[config.mk]
export PLATFORM = sky130hd
export DESIGN_NAME = mips32_reg_dump
export DESIGN_NICKNAME = d
export VERILOG_FILES = /design/src/rtl/mips32_reg_dump_pkg.sv /design/src/rtl/mips32_reg_dump.sv
export SDC_FILE = /design/constraint.sdc
export NUM_CORES = 1
export LEC_CHECK = 0
export BUFFER_PORTS_ARGS = -buffer_cell sky130_fd_sc_hd__buf_2
export CAP_MARGIN = 20
export CORE_ASPECT_RATIO = 1.4
export CORE_MARGIN = 5
export CORE_UTILIZATION = 45
export DETAILED_ROUTE_END_ITERATION = 7
export PLACE_DENSITY = 0.87
export SYNTH_ARGS = -nofsm -noshare
export SYNTH_HDL_FRONTEND = slang
export SYNTH_SLANG_ARGS = --single-unit
[constraint.sdc]
create_clock -name clk1 -period 3.2 [get_ports clk1]
set_input_delay 0.16 -clock clk1 [delete_from_list [all_inputs] [get_ports clk1]]
set_output_delay 0.16 -clock clk1 [all_outputs]
set_load 0.02 [all_outputs]
[src/rtl/mips32_reg_dump_pkg.sv]
// Shared definitions for the pipe_MIPS32 register-dump port: default sizes,
// the HLT opcode and the dump sequencer state encoding.
package mips32_reg_dump_pkg;

    localparam int NUM_REGS_DEF = 32;
    localparam int DATA_W_DEF   = 32;
    localparam int IDX_W_DEF    = 5;

    // pipe_MIPS32 HLT opcode; its retirement raises the CPU HALTED level.
    localparam logic [5:0] OP_HLT = 6'b111111;

    typedef enum logic [2:0] {
        ST_IDLE  = 3'd0,
        ST_ARMED = 3'd1,
        ST_READ  = 3'd2,
        ST_HOLD  = 3'd3,
        ST_CSUM  = 3'd4,
        ST_FIN   = 3'd5
    } state_t;

    // States in which a falling halted cancels the dump.
    function automatic logic is_active(input state_t s);
        return (s == ST_READ) || (s == ST_HOLD) || (s == ST_CSUM);
    endfunction

endpackage

[src/rtl/mips32_reg_dump.sv]
// Post-halt register-file dump for pipe_MIPS32.
// Walks register indices 0..NUM_REGS-1 through a combinational read port and
// streams each value over a valid/ready interface.
// Optional feature: define REG_DUMP_CSUM_EN to append one XOR-checksum beat.
//
// Handshake: a beat transfers on a rising clk1 edge where dump_valid and
// dump_ready are both high; while dump_valid is high and no transfer has
// happened, dump_data/dump_idx/dump_last do not change. The only way a
// presented beat is withdrawn is a cancel (halted falling, or rst).
module mips32_reg_dump
    import mips32_reg_dump_pkg::*;
#(
    parameter int NUM_REGS = NUM_REGS_DEF,
    parameter int DATA_W   = DATA_W_DEF,
    parameter int IDX_W    = IDX_W_DEF
) (
    input  logic              clk1,
    input  logic              rst,
    input  logic              halted,
    input  logic              start,
    output logic [IDX_W-1:0]  rf_addr,
    input  logic [DATA_W-1:0] rf_rdata,
    output logic              dump_valid,
    input  logic              dump_ready,
    output logic [DATA_W-1:0] dump_data,
    output logic [IDX_W-1:0]  dump_idx,
    output logic              dump_last,
    output logic              busy,
    output logic              done,
    output logic              aborted
);

    localparam logic [IDX_W-1:0] LAST_IDX = IDX_W'(NUM_REGS - 1);

    state_t            state;
    state_t            state_n;
    logic [IDX_W-1:0]  idx;
    logic [IDX_W-1:0]  idx_n;
    logic              halted_q;
    logic              valid_n;
    logic [DATA_W-1:0] data_n;
    logic [IDX_W-1:0]  didx_n;
    logic              last_n;
    logic              done_n;
    logic              aborted_n;
    logic              trigger_rise;
`ifdef REG_DUMP_CSUM_EN
    logic [DATA_W-1:0] csum;
    logic [DATA_W-1:0] csum_n;
`endif

    assign trigger_rise = halted & ~halted_q;

    // The register file is read with the current index; the value is
    // captured at the end of the READ cycle.
    assign rf_addr = idx;
    assign busy    = (state != ST_IDLE);

    // State, index, output beat and status pulse registers.
    always_ff @(posedge clk1 or posedge rst) begin
        if (rst) begin
            state      <= ST_IDLE;
            idx        <= '0;
            halted_q   <= 1'b0;
            dump_valid <= 1'b0;
            dump_data  <= '0;
            dump_idx   <= '0;
            dump_last  <= 1'b0;
            done       <= 1'b0;
            aborted    <= 1'b0;
`ifdef REG_DUMP_CSUM_EN
            csum       <= '0;
`endif
        end else begin
            state      <= state_n;
            idx        <= idx_n;
            halted_q   <= halted;
            dump_valid <= valid_n;
            dump_data  <= data_n;
            dump_idx   <= didx_n;
            dump_last  <= last_n;
            done       <= done_n;
            aborted    <= aborted_n;
`ifdef REG_DUMP_CSUM_EN
            csum       <= csum_n;
`endif
        end
    end

    // Next-state and next-beat logic; cancel on halted falling has priority.
    always_comb begin
        state_n   = state;
        idx_n     = idx;
        valid_n   = dump_valid;
        data_n    = dump_data;
        didx_n    = dump_idx;
        last_n    = dump_last;
        done_n    = 1'b0;
        aborted_n = 1'b0;
`ifdef REG_DUMP_CSUM_EN
        csum_n    = csum;
`endif

        if (is_active(state) && !halted) begin
            // Partial beat is dropped and never offered again.
            state_n   = ST_IDLE;
            valid_n   = 1'b0;
            last_n    = 1'b0;
            aborted_n = 1'b1;
        end else begin
            case (state)
                ST_IDLE: begin
                    if (trigger_rise || (start && halted)) begin
                        state_n = ST_READ;
                        idx_n   = '0;
`ifdef REG_DUMP_CSUM_EN
                        csum_n  = '0;
`endif
                    end else if (start) begin
                        state_n = ST_ARMED;
                    end
                end

                ST_ARMED: begin
                    if (halted) begin
                        state_n = ST_READ;
                        idx_n   = '0;
`ifdef REG_DUMP_CSUM_EN
                        csum_n  = '0;
`endif
                    end
                end

                ST_READ: begin
                    data_n  = rf_rdata;
                    didx_n  = idx;
                    valid_n = 1'b1;
`ifdef REG_DUMP_CSUM_EN
                    last_n  = 1'b0;
`else
                    last_n  = (idx == LAST_IDX);
`endif
                    state_n = ST_HOLD;
                end

                ST_HOLD: begin
                    if (dump_ready) begin
                        valid_n = 1'b0;
                        last_n  = 1'b0;
`ifdef REG_DUMP_CSUM_EN
                        csum_n  = csum ^ dump_data;
`endif
                        if (idx == LAST_IDX) begin
`ifdef REG_DUMP_CSUM_EN
                            state_n = ST_CSUM;
`else
                            state_n = ST_FIN;
                            done_n  = 1'b1;
`endif
                        end else begin
                            idx_n   = idx + IDX_W'(1);
                            state_n = ST_READ;
                        end
                    end
                end

`ifdef REG_DUMP_CSUM_EN
                ST_CSUM: begin
                    // First cycle loads the checksum beat, then it is held
                    // until accepted.
                    if (!dump_valid) begin
                        data_n  = csum;
                        didx_n  = '0;
                        last_n  = 1'b1;
                        valid_n = 1'b1;
                    end else if (dump_ready) begin
                        valid_n = 1'b0;
                        last_n  = 1'b0;
                        state_n = ST_FIN;
                        done_n  = 1'b1;
                    end
                end
`endif

                ST_FIN: begin
                    if (trigger_rise) begin
                        state_n = ST_READ;
                        idx_n   = '0;
`ifdef REG_DUMP_CSUM_EN
                        csum_n  = '0;
`endif
                    end else begin
                        state_n = ST_IDLE;
                    end
                end

                default: begin
                    state_n = ST_IDLE;
                    valid_n = 1'b0;
                    last_n  = 1'b0;
                end
            endcase
        end
    end

endmodule
==> summary.md <==
| Metric | Value |
|---|---|
| MaxCap Viol Count | 0 |
| GR peak layer | met2 |
| Synthesized area | between 0.002 and 0.0025 mm2 |
| WP data required | 3.42 ns |
| Synth top area cells | dfrtp_1 (58%), mux2_2 (19%), nand2b_1 (1.8%) |
| First-pass GRT wire length | around 7.6 mm |
| I/O pin count | 84 |
| DR vias/cell | 5.16 |
| # Post-CTS Setup Buffers | 0 |
| Die Width | around 70 um |
| Rows | 29 |
| Pwr per Cell Area | 906 mW/mm2 |
| Vias in the first global route | between 1500 and 2000 |
| DRC viols | 0 |
| Crit end category | register |
| Syn Inst Count | 159 |
| H-tree levels | 2 |
| Tmin final | 2.49 ns |
| Setup TNS | 0 ns |
| RSZ-0062 raised after global routing | no |
| Commonest non-fill, non-tap cells in the layout | buf_2 (83), dfrtp_1 (50), mux2_2 (37), nand2b_1 (6), o21ai_0 (6) |
| Yosys warning total | 0 |
| Status | completed |
| Final Power | between 2 and 2.5 mW |
| Post-synth top flop | dfrtp_1 |
| Mean routed wirelength per cell | around 16 um |
| Worst setup startpoint | rf_addr[1] |
| Actual transition at the worst max-transition pin | 0.885 ns |
| Via count | 1569 |
| Gr ovfl total | 0 |
| Final nets | 281 |
| R2R setup slack | 0.71 ns |
| Max Slew Vio Count | 0 |
| Clock root buffer | clkbuf_8 |
| Worst reg-to-reg path cell count | 6 |
| GPL Wtd Cong | 0.824 |
| Async SR Flop Fraction | 100% |
| Diodes inserted | 0 |
| Synth area leader | dfrtp_1 |
| F_max | just over 400 MHz |
| Critical Path AT | 2.71 ns |
| Final ANT Viol Nets | 0 |
| Worst r2r dst | rf_addr[3] |
| Hold depth | 1 |
| GR Layer Usage met1 | 18.0% |
| Sequential-to-total area share from yosys stat | 58.3% |
| Post-synth top area share | 58.3% |
| Kind of critical path | register to register |
| Worst Setup Start Kind | register |
| Die area | 0.00627 mm2 |
| Area growth, synth to finish | 25.2% |
| Met3 Usage GRT | 3.67% |
| CTS tree | built |
| Leakage power | between 1 and 1.5 nW |
| M2 GR Usage | 27.3% |
| Setup violators final | 0 |
| Count of cell types in the netlist | 39 |
| Initial antenna violation count | 0 |
| Commonest non-fill, non-tap cell in the layout | buf_2 |
| Setup Skew | 0.00876 ns |
| Final Hold Viols | 0 |
| Yosys reg bits | 50 |
| Total track usage | roughly 16% |
| Largest net degree at the start of global routing | 51 |
| Min-delay src | halted |
| Worst-path maximum fanout | 9 |
| Clk pin slew, worst setup/hold paths | 0.09 ns |
| Number of flops mapped to enable cells by yosys | 0 |
| Avg Inst Size Synth | 13.5 um2 |
| Initial Util | 46.9% |
| Clock latency on the worst-skew pair | ~0.29 ns |
| Post-layout util | roughly three fifths |
| Starting DRC count in detailed routing | 70 |
| CTS Buffer Depth | 2 |
| DP HPWL | between 3 and 4 mm |
| Die height | approximately 92 um |
| WL final | 4.75 mm |
| VDD IR max | 0.607 mV |
| Hold Crit Class | input pin to register |
| Core area | 0.00457 mm2 |
| Final period util | 77.7% |
| Max_slew headroom | between 40% and 50% |
| Worst r2r src | rf_addr[1] |
| Mapped Nets | between 150 and 200 |
| WHS Endpoint | halted_q |
| Cts bufs inserted | 5 |
| Port Buffers | 83 |
| Clock tree sinks | 50 |
| Total iterations of the first detailed-routing run | 4 |
| Share of layout cells above drive strength 1 | a little under three fifths |
## through the flow
step	area, um2	hold WS [ns]	cells	setup slack, ns
6_report	2690	0.0920	304	0.713
5_1_grt	2690	0.0797	304	0.613
4_1_cts	2660	0.0837	302	0.708
3_5_place_dp	2570	0.396	295	0.759
3_3_place_gp	2570	0.391	295	0.813
2_1_floorplan	2140	0.191	159	0.796
## sequential cells by signal, indices dropped and copies added (netlist names)
register and cells:
dump_last 1, state 3, rf_addr 5, aborted 1, dump_idx 5, dump_valid 1, dump_data 32, halted_q 1
done 1
## where the power goes
| part | internal (mW) | switching, mW | total, mW |
|---|---|---|---|
| Sequential | 0.868 | 0.141 | 1.01 |
| Clock | 0.150 | 0.199 | 0.349 |
| Combinational | 0.461 | 0.613 | 1.07 |
| Total | 1.48 | 0.953 | 2.43 |
## cell families (layout without fill, tap and decap cells)
family / after synthesis / count (layout) / share of synthesized area [%]
AO/OA/AOI/OAI: 23 / 23 / 7.41
adder cells (fa/ha/maj): 2 / 2 / 1.17
buffers and inverters: 13 / 96 / 3.79
flip-flops: 50 / 50 / 58.3
multiplexers: 38 / 38 / 19.9
AND/OR/NAND/NOR: 33 / 33 / 9.39
## layer usage
metal	vias to the layer above	wire length, um
li1	737	-
met1	786	1720
met2	40	2730
met3	6	225
met4	0	79
met5	-	0
## cell usage after synthesis, types with 3 or more instances
| cell type | instances |
|---|---|
| nand3_1 | 5 |
| o21ai_0 | 6 |
| nand2_1 | 4 |
| nand2b_1 | 6 |
| dfrtp_1 | 50 |
| buf_2 | 3 |
| mux2_2 | 37 |
| nor2_1 | 3 |
| a21oi_1 | 4 |
| inv_1 | 4 |
## area by class of cell
class                           instances  area (um2)
Multi-Input combinational cell         96         812
Sequential cell                        50        1250
Timing Repair Buffer                   85         445
Inverter                                4        15.0
Tap cell                               62        77.6
Clock buffer                            5        68.8
Clock inverter                          2        15.0
Fill cell                             413        1890
## worst max path at each step
stage	to	slack, ns	cells after the start
after global routing	rf_addr[3]	0.61	6
final	rf_addr[3]	0.71	6
after floorplan	rf_addr[3]	0.80	7
after detailed placement	rf_addr[3]	0.76	6
after global placement	rf_addr[3]	0.81	6
after CTS	rf_addr[3]	0.71	6
## repair_timing
item	4_1_cts	5_1_grt
hold buffers	0	1
endpoints found under the hold margin	0	20
resized for setup	0	0
## critical path: stages, from the launching register on
cell and delay [ns]:
dfrtp_1 0.44, ha_1 0.24, and3_1 0.19, ha_1 0.22, or4_1 0.67, or4_1 0.52
mux2i_1 0.14
No activity file was read; power rests on OpenSTA's default activity.
